$ cat config.mk
export PLATFORM = sky130hd
export DESIGN_NAME = tt_game_tx_flat
export DESIGN_NICKNAME = d
export VERILOG_FILES = /design/src/rtl/tt_game_pkg.sv /design/src/rtl/tt_game_tx_if.sv /design/src/rtl/tt_game_tx_clk_gate.sv /design/src/rtl/tt_game_tx.sv /design/src/flat_wrapper.sv
export SDC_FILE = /design/constraint.sdc
export NUM_CORES = 1
export LEC_CHECK = 0
export ABC_AREA = 1
export CAP_MARGIN = 20
export CORE_UTILIZATION = 53
export CTS_CLUSTER_DIAMETER = 80
export DETAILED_ROUTE_END_ITERATION = 16
export PLACE_DENSITY = 0.78
export SKIP_CTS_REPAIR_TIMING = 1
export SYNTH_ARGS = -nofsm -noshare
export SYNTH_HDL_FRONTEND = slang
export SYNTH_SLANG_ARGS = --single-unit
$ cat constraint.sdc
create_clock -name game_clk -period 2 [get_ports game_clk]
set_clock_uncertainty 0.2 [all_clocks]
set_input_delay 0.6 -clock game_clk [delete_from_list [all_inputs] [get_ports game_clk]]
set_output_delay 0.6 -clock game_clk [all_outputs]
set_load 0.02 [all_outputs]
$ cat src/rtl/tt_game_pkg.sv
// tt_game_pkg: constants and FSM state type shared by the gamepad PMOD transmitter and receiver.
// No ports; provides FRAME_BITS, CTRL_BITS and state_t.
package tt_game_pkg;
    localparam int FRAME_BITS = 24;
    localparam int CTRL_BITS  = 12;
    typedef enum logic [1:0] {IDLE, SHIFT, LATCH, GAP} state_t;
endpackage

$ cat src/rtl/tt_game_tx_if.sv
// tt_game_tx_if: control and three-wire gamepad signals of the transmitter.
// Signals: enable, controller_1, controller_2 (host -> transmitter);
//          game_clk_out, game_data, game_latch, busy, frame_done (transmitter -> host/receiver).
// Modports: master = transmitter side, slave = host/receiver side.
interface tt_game_tx_if;
    import tt_game_pkg::*;
    logic                 enable;
    logic [CTRL_BITS-1:0] controller_1;
    logic [CTRL_BITS-1:0] controller_2;
    logic                 game_clk_out;
    logic                 game_data;
    logic                 game_latch;
    logic                 busy;
    logic                 frame_done;
    modport master (
        input  enable, controller_1, controller_2,
        output game_clk_out, game_data, game_latch, busy, frame_done
    );
    modport slave (
        output enable, controller_1, controller_2,
        input  game_clk_out, game_data, game_latch, busy, frame_done
    );
endinterface

$ cat src/rtl/tt_game_tx_clk_gate.sv
// game_clk_gate: AND-style clock gate kept as its own cell so the gated output is a generated clock.
// Ports: clk (in), en (in, must only change while clk is low), clk_out (out).
module game_clk_gate (
    input  logic clk,
    input  logic en,
    output logic clk_out
);
    assign clk_out = clk & en;
endmodule

$ cat src/rtl/tt_game_tx.sv
// tt_game_tx: serialises {controller_2, controller_1} onto the latch/clock/data gamepad wires.
// Ports: game_clk (in, free-running bit clock), rstn (in, async active-low reset),
//        bus (tt_game_tx_if.master: enable, controller_1/2 in; game_clk_out, game_data,
//        game_latch, busy, frame_done out).
module tt_game_tx #(
    parameter int LATCH_CYCLES = 4,
    parameter int GAP_CYCLES   = 16
) (
    input logic          game_clk,
    input logic          rstn,
    tt_game_tx_if.master bus
);
    import tt_game_pkg::*;
    localparam int CW = $clog2((LATCH_CYCLES > GAP_CYCLES ? LATCH_CYCLES : GAP_CYCLES) + 1);
    state_t                state;
    logic                  en_meta, en_s, start;
    logic                  clk_en, data, latch, busy, frame_done;
    logic [4:0]            bit_cnt;
    logic [CW-1:0]         cnt;
    logic [FRAME_BITS-1:0] shreg;
    // Everything runs on the falling edge so clk_en only moves while game_clk is low.
    always_ff @(negedge game_clk or negedge rstn)
        if (!rstn) begin
            en_meta <= 1'b0;
            en_s    <= 1'b0;
        end else begin
            en_meta <= bus.enable;
            en_s    <= en_meta;
        end
    // A frame starts from IDLE or straight out of the last GAP edge (back-to-back).
    assign start = en_s && (state == IDLE || (state == GAP && cnt == '0));
    always_ff @(negedge game_clk or negedge rstn)
        if (!rstn) begin
            state      <= IDLE;
            clk_en     <= 1'b0;
            data       <= 1'b1;
            latch      <= 1'b0;
            busy       <= 1'b0;
            frame_done <= 1'b0;
            bit_cnt    <= '0;
            cnt        <= '0;
            shreg      <= '1;
        end else begin
            frame_done <= 1'b0;
            if (start) begin
                state   <= SHIFT;
                shreg   <= {bus.controller_2, bus.controller_1};
                data    <= bus.controller_2[CTRL_BITS-1];
                clk_en  <= 1'b1;
                busy    <= 1'b1;
                bit_cnt <= '0;
            end else begin
                case (state)
                    SHIFT:
                        if (bit_cnt == 5'(FRAME_BITS - 1)) begin
                            state  <= LATCH;
                            clk_en <= 1'b0;
                            data   <= 1'b1;
                            latch  <= 1'b1;
                            cnt    <= CW'(LATCH_CYCLES - 1);
                        end else begin
                            shreg   <= {shreg[FRAME_BITS-2:0], 1'b1};
                            data    <= shreg[FRAME_BITS-2];
                            bit_cnt <= bit_cnt + 5'd1;
                        end
                    LATCH:
                        if (cnt == '0) begin
                            state      <= GAP;
                            latch      <= 1'b0;
                            frame_done <= 1'b1;
                            cnt        <= CW'(GAP_CYCLES - 1);
                        end else
                            cnt <= cnt - 1'b1;
                    GAP:
                        if (cnt == '0) begin
                            state <= IDLE;
                            busy  <= 1'b0;
                        end else
                            cnt <= cnt - 1'b1;
                    default: ;
                endcase
            end
        end
    game_clk_gate u_gate (
        .clk     (game_clk),
        .en      (clk_en),
        .clk_out (bus.game_clk_out)
    );
    assign bus.game_data  = data;
    assign bus.game_latch = latch;
    assign bus.busy       = busy;
    assign bus.frame_done = frame_done;
endmodule

$ cat src/flat_wrapper.sv
// flat-port wrapper written by rule: the top's interface ports become plain ports
module tt_game_tx_flat import tt_game_pkg::*;
#(
    parameter int LATCH_CYCLES = 4,
    parameter int GAP_CYCLES   = 16
)
  (game_clk, rstn, bus_enable, bus_controller_1, bus_controller_2, bus_game_clk_out, bus_game_data, bus_game_latch, bus_busy, bus_frame_done);
  tt_game_tx_if bus_i ();
  input logic game_clk;
  input logic rstn;
  input wire logic [$bits(bus_i.enable)-1:0] bus_enable;
  input wire logic [$bits(bus_i.controller_1)-1:0] bus_controller_1;
  input wire logic [$bits(bus_i.controller_2)-1:0] bus_controller_2;
  output wire logic [$bits(bus_i.game_clk_out)-1:0] bus_game_clk_out;
  output wire logic [$bits(bus_i.game_data)-1:0] bus_game_data;
  output wire logic [$bits(bus_i.game_latch)-1:0] bus_game_latch;
  output wire logic [$bits(bus_i.busy)-1:0] bus_busy;
  output wire logic [$bits(bus_i.frame_done)-1:0] bus_frame_done;
  assign bus_i.enable = bus_enable;
  assign bus_i.controller_1 = bus_controller_1;
  assign bus_i.controller_2 = bus_controller_2;
  assign bus_game_clk_out = bus_i.game_clk_out;
  assign bus_game_data = bus_i.game_data;
  assign bus_game_latch = bus_i.game_latch;
  assign bus_busy = bus_i.busy;
  assign bus_frame_done = bus_i.frame_done;
  tt_game_tx #(.LATCH_CYCLES(LATCH_CYCLES), .GAP_CYCLES(GAP_CYCLES)) u_core (.game_clk(game_clk), .rstn(rstn), .bus(bus_i));
endmodule
==> flow_metrics.py <==
metrics = {
    "route": {
        "wl_per_cell_um": 12.8,
        "post-route-drc-count": 0,
        "drt_iter0_drc": 147,
        "routed_wl_um": 4620,
        "avgViaCountPerCell": 5.35,
        "firstDrtPassIters": 4,
        "ant_nets": 0,
        "num_vias": 1938,
    },
    "pwr": {
        "peakVddDrop_mv": 0.825,
        "leakage_nw": 1.44,
        "p_per_area_nw_per_um2": 1630,
    },
    "critical_path": {
        "start_kind": "flip-flop",
        "worstPathCellList": "buf_6",
        "path_class": "reg -> out",
        "cpPeakStageDelay_ns": 0.53,
        "cp_slowest_cell": "dfstp_2",
        "cp.required_ns": 1.20,
        "crit_family": "flip-flops",
        "worst-endpoint-arrival_ns": 2.12,
        "crit_buf_inv": 1,
        "critical_path_peak_fanout": 2,
        "crit_path_end_kind": "output pin",
    },
    "cells_and_area": {
        "layout_commonest_cell": "nand3_1",
        "nNetsFinal": 346,
        "area_delta_synth_final_pct": 31.9,
        "layout_common_cells": "76 x nand3_1, 52 x nand2_1, 37 x inv_1",
        "fin_area_um2": 2800,
        "finalNonFillerCells": 362,
        "antenna-diode-count": 0,
        "drive_gt1_share_pct": 22.6,
    },
    "place": {
        "placed_area_um2": 2520,
        "place_congestion": 0.835,
        "dp.cells": 327,
        "numPortBuffers": 31,
        "dp.final_hpwl_um": 3170,
    },
    "grt": {
        "grt-ovfl-total": 0,
        "grt_pass1_wl_um": 7760,
        "antenna_found_initial": 0,
        "grt_max_degree": 30,
        "grt_pass1_vias": 1788,
        "grt_usage_pct": 24.6,
    },
    "die": {
        "initial_core_util_pct": 56.7,
        "io_pins": 32,
        "rows": 22,
        "die_y_um": 65.3,
        "dieWidth_um": 65.3,
        "die_area_um2": 4260,
        "coreArea_um2": 3740,
    },
    "job": {
        "max-cap-violations": 0,
    },
    "clock_network": {
        "clk_pin_slew_ns": 0.06,
        "cts_tree": "done",
        "clk_latency_ns": 0.48,
    },
    "timing": {
        "setup_viol": 7,
        "timing.final.ws_setup_ns": -0.916,
        "grt_setup_unrepaired": "true",
        "hold_ws_ns": 0.117,
        "slew_headroom_pct": 82.5,
        "worstMarginPinSlew_ns": 0.263,
        "slew_violations": 0,
        "finalHoldViolations": 0,
    },
    "status": {
        "run_status": "finished, violations left",
        "violations": "negative setup slack",
    },
    "hold_path": {
        "hold_path.class": "reg -> reg",
    },
    "synth": {
        "avgSynthCellArea_um2": 8.53,
        "ys_ff_latch": 42,
        "synth.yosys.warnings": 0,
        "yosysUniqueCellTypes": 21,
        "synth_cells": 249,
        "synth-seq-area-share_pct": 50.9,
        "syn-cell-area_um2": 2120,
        "syn_nets": 282,
    },
}
==> path summary, 6_finish.rpt <==
kind / startpoint / endpoint / slack [ns] / cells past startpoint
max in group asynchronous: rstn / u_core.shreg[7] / 0.47 / 2
min reg2reg: u_core.en_meta / u_core.en_s / 0.12 / 0
max reg2reg: u_core.bit_cnt[0] / u_core.shreg[8] / 0.12 / 7
max: u_core.bus.game_data / bus_game_data / -0.92 / 1
min: u_core.en_meta / u_core.en_s / 0.12 / 0
min in group asynchronous: rstn / u_core.bit_cnt[2] / 0.80 / 2
==> power breakdown <==
| part | switching, mW | total [mW] | internal [mW] | leakage (nW) |
|---|---|---|---|---|
| clock network | 0.520 | 1.01 | 0.491 | 0.209 |
| logic | 1.20 | 1.98 | 0.779 | 0.762 |
| registers | 0.219 | 1.58 | 1.37 | 0.472 |
==> through the flow <==
step | util [%] | total power [mW] | setup TNS, ns | worst slack (ns)
global placement | 67.3 | 3.55 | -15.69 | -0.892
CTS | 73.2 | 4.49 | -6.56 | -1.39
global route | 74.8 | 4.96 | -4.17 | -0.938
floorplan | - | 3.09 | -1.62 | -0.363
finish | 74.8 | 4.58 | -4.04 | -0.916
detailed placement | 67.3 | 3.63 | -15.99 | -0.899
==> synth_stat cells <==
library cell / n / area, um2
nand2_4: 1 / 11.3
nor2_4: 2 / 22.5
buf_6: 3 / 33.8
nor2_1: 12 / 45.0
dfstp_2: 24 / 631
nand3_1: 82 / 410
o21ai_0: 7 / 35.0
nand4_1: 4 / 25.0
ha_1: 6 / 75.1
a21oi_1: 2 / 10.0
nand2_1: 55 / 206
inv_1: 15 / 56.3
clkbuf_1: 1 / 3.75
nand4_2: 1 / 12.5
nand3b_1: 1 / 7.51
inv_4: 1 / 6.26
buf_2: 9 / 45.0
inv_2: 1 / 3.75
dfrtn_1: 18 / 450
xor2_1: 3 / 26.3
nand2_2: 1 / 6.26
==> kinds of logic (layout without fill, tap and decap cells) <==
family	after synthesis	after routing	synth area share [%]
AOI/OAI and AO/OA	9	9	2.12
xor gates and xnor gates	3	3	1.24
adders and majority gates	6	6	3.54
buffers and inverters	30	95	7.01
DFF	42	42	50.9
and+or+nand+nor	159	159	35.2
==> cell type report <==
class                   instances  area, um2
inverters                      15       58.8
multi-input cells             177        931
clock inverters                28        116
flip-flops and latches         42       1080
repair buffers                 43        433
well taps                      48       60.1
clock buffers                   9        121
fillers                       287        942
==> registers in the layout, summed over array words and instances (netlist names) <==
signal	flops
u_core.cnt	5
u_core.en_meta	1
u_core.en_s	1
u_core.bit_cnt	5
u_core.state	2
u_core.bus.frame_done	1
u_core.bus.game_latch	1
u_core.bus.game_data	1
u_core.bus.busy	1
u_core.shreg	23
u_core.clk_en	1
==> routing by layer <==
metal,vias up,GRT usage (%),routed length (um)
met2,48,39.8,2350
met4,0,8.42,70
met5,-,0,0
met1,924,30.3,2010
li1,958,-,-
met3,8,8.85,198
Power figures use the tool's default switching activity.
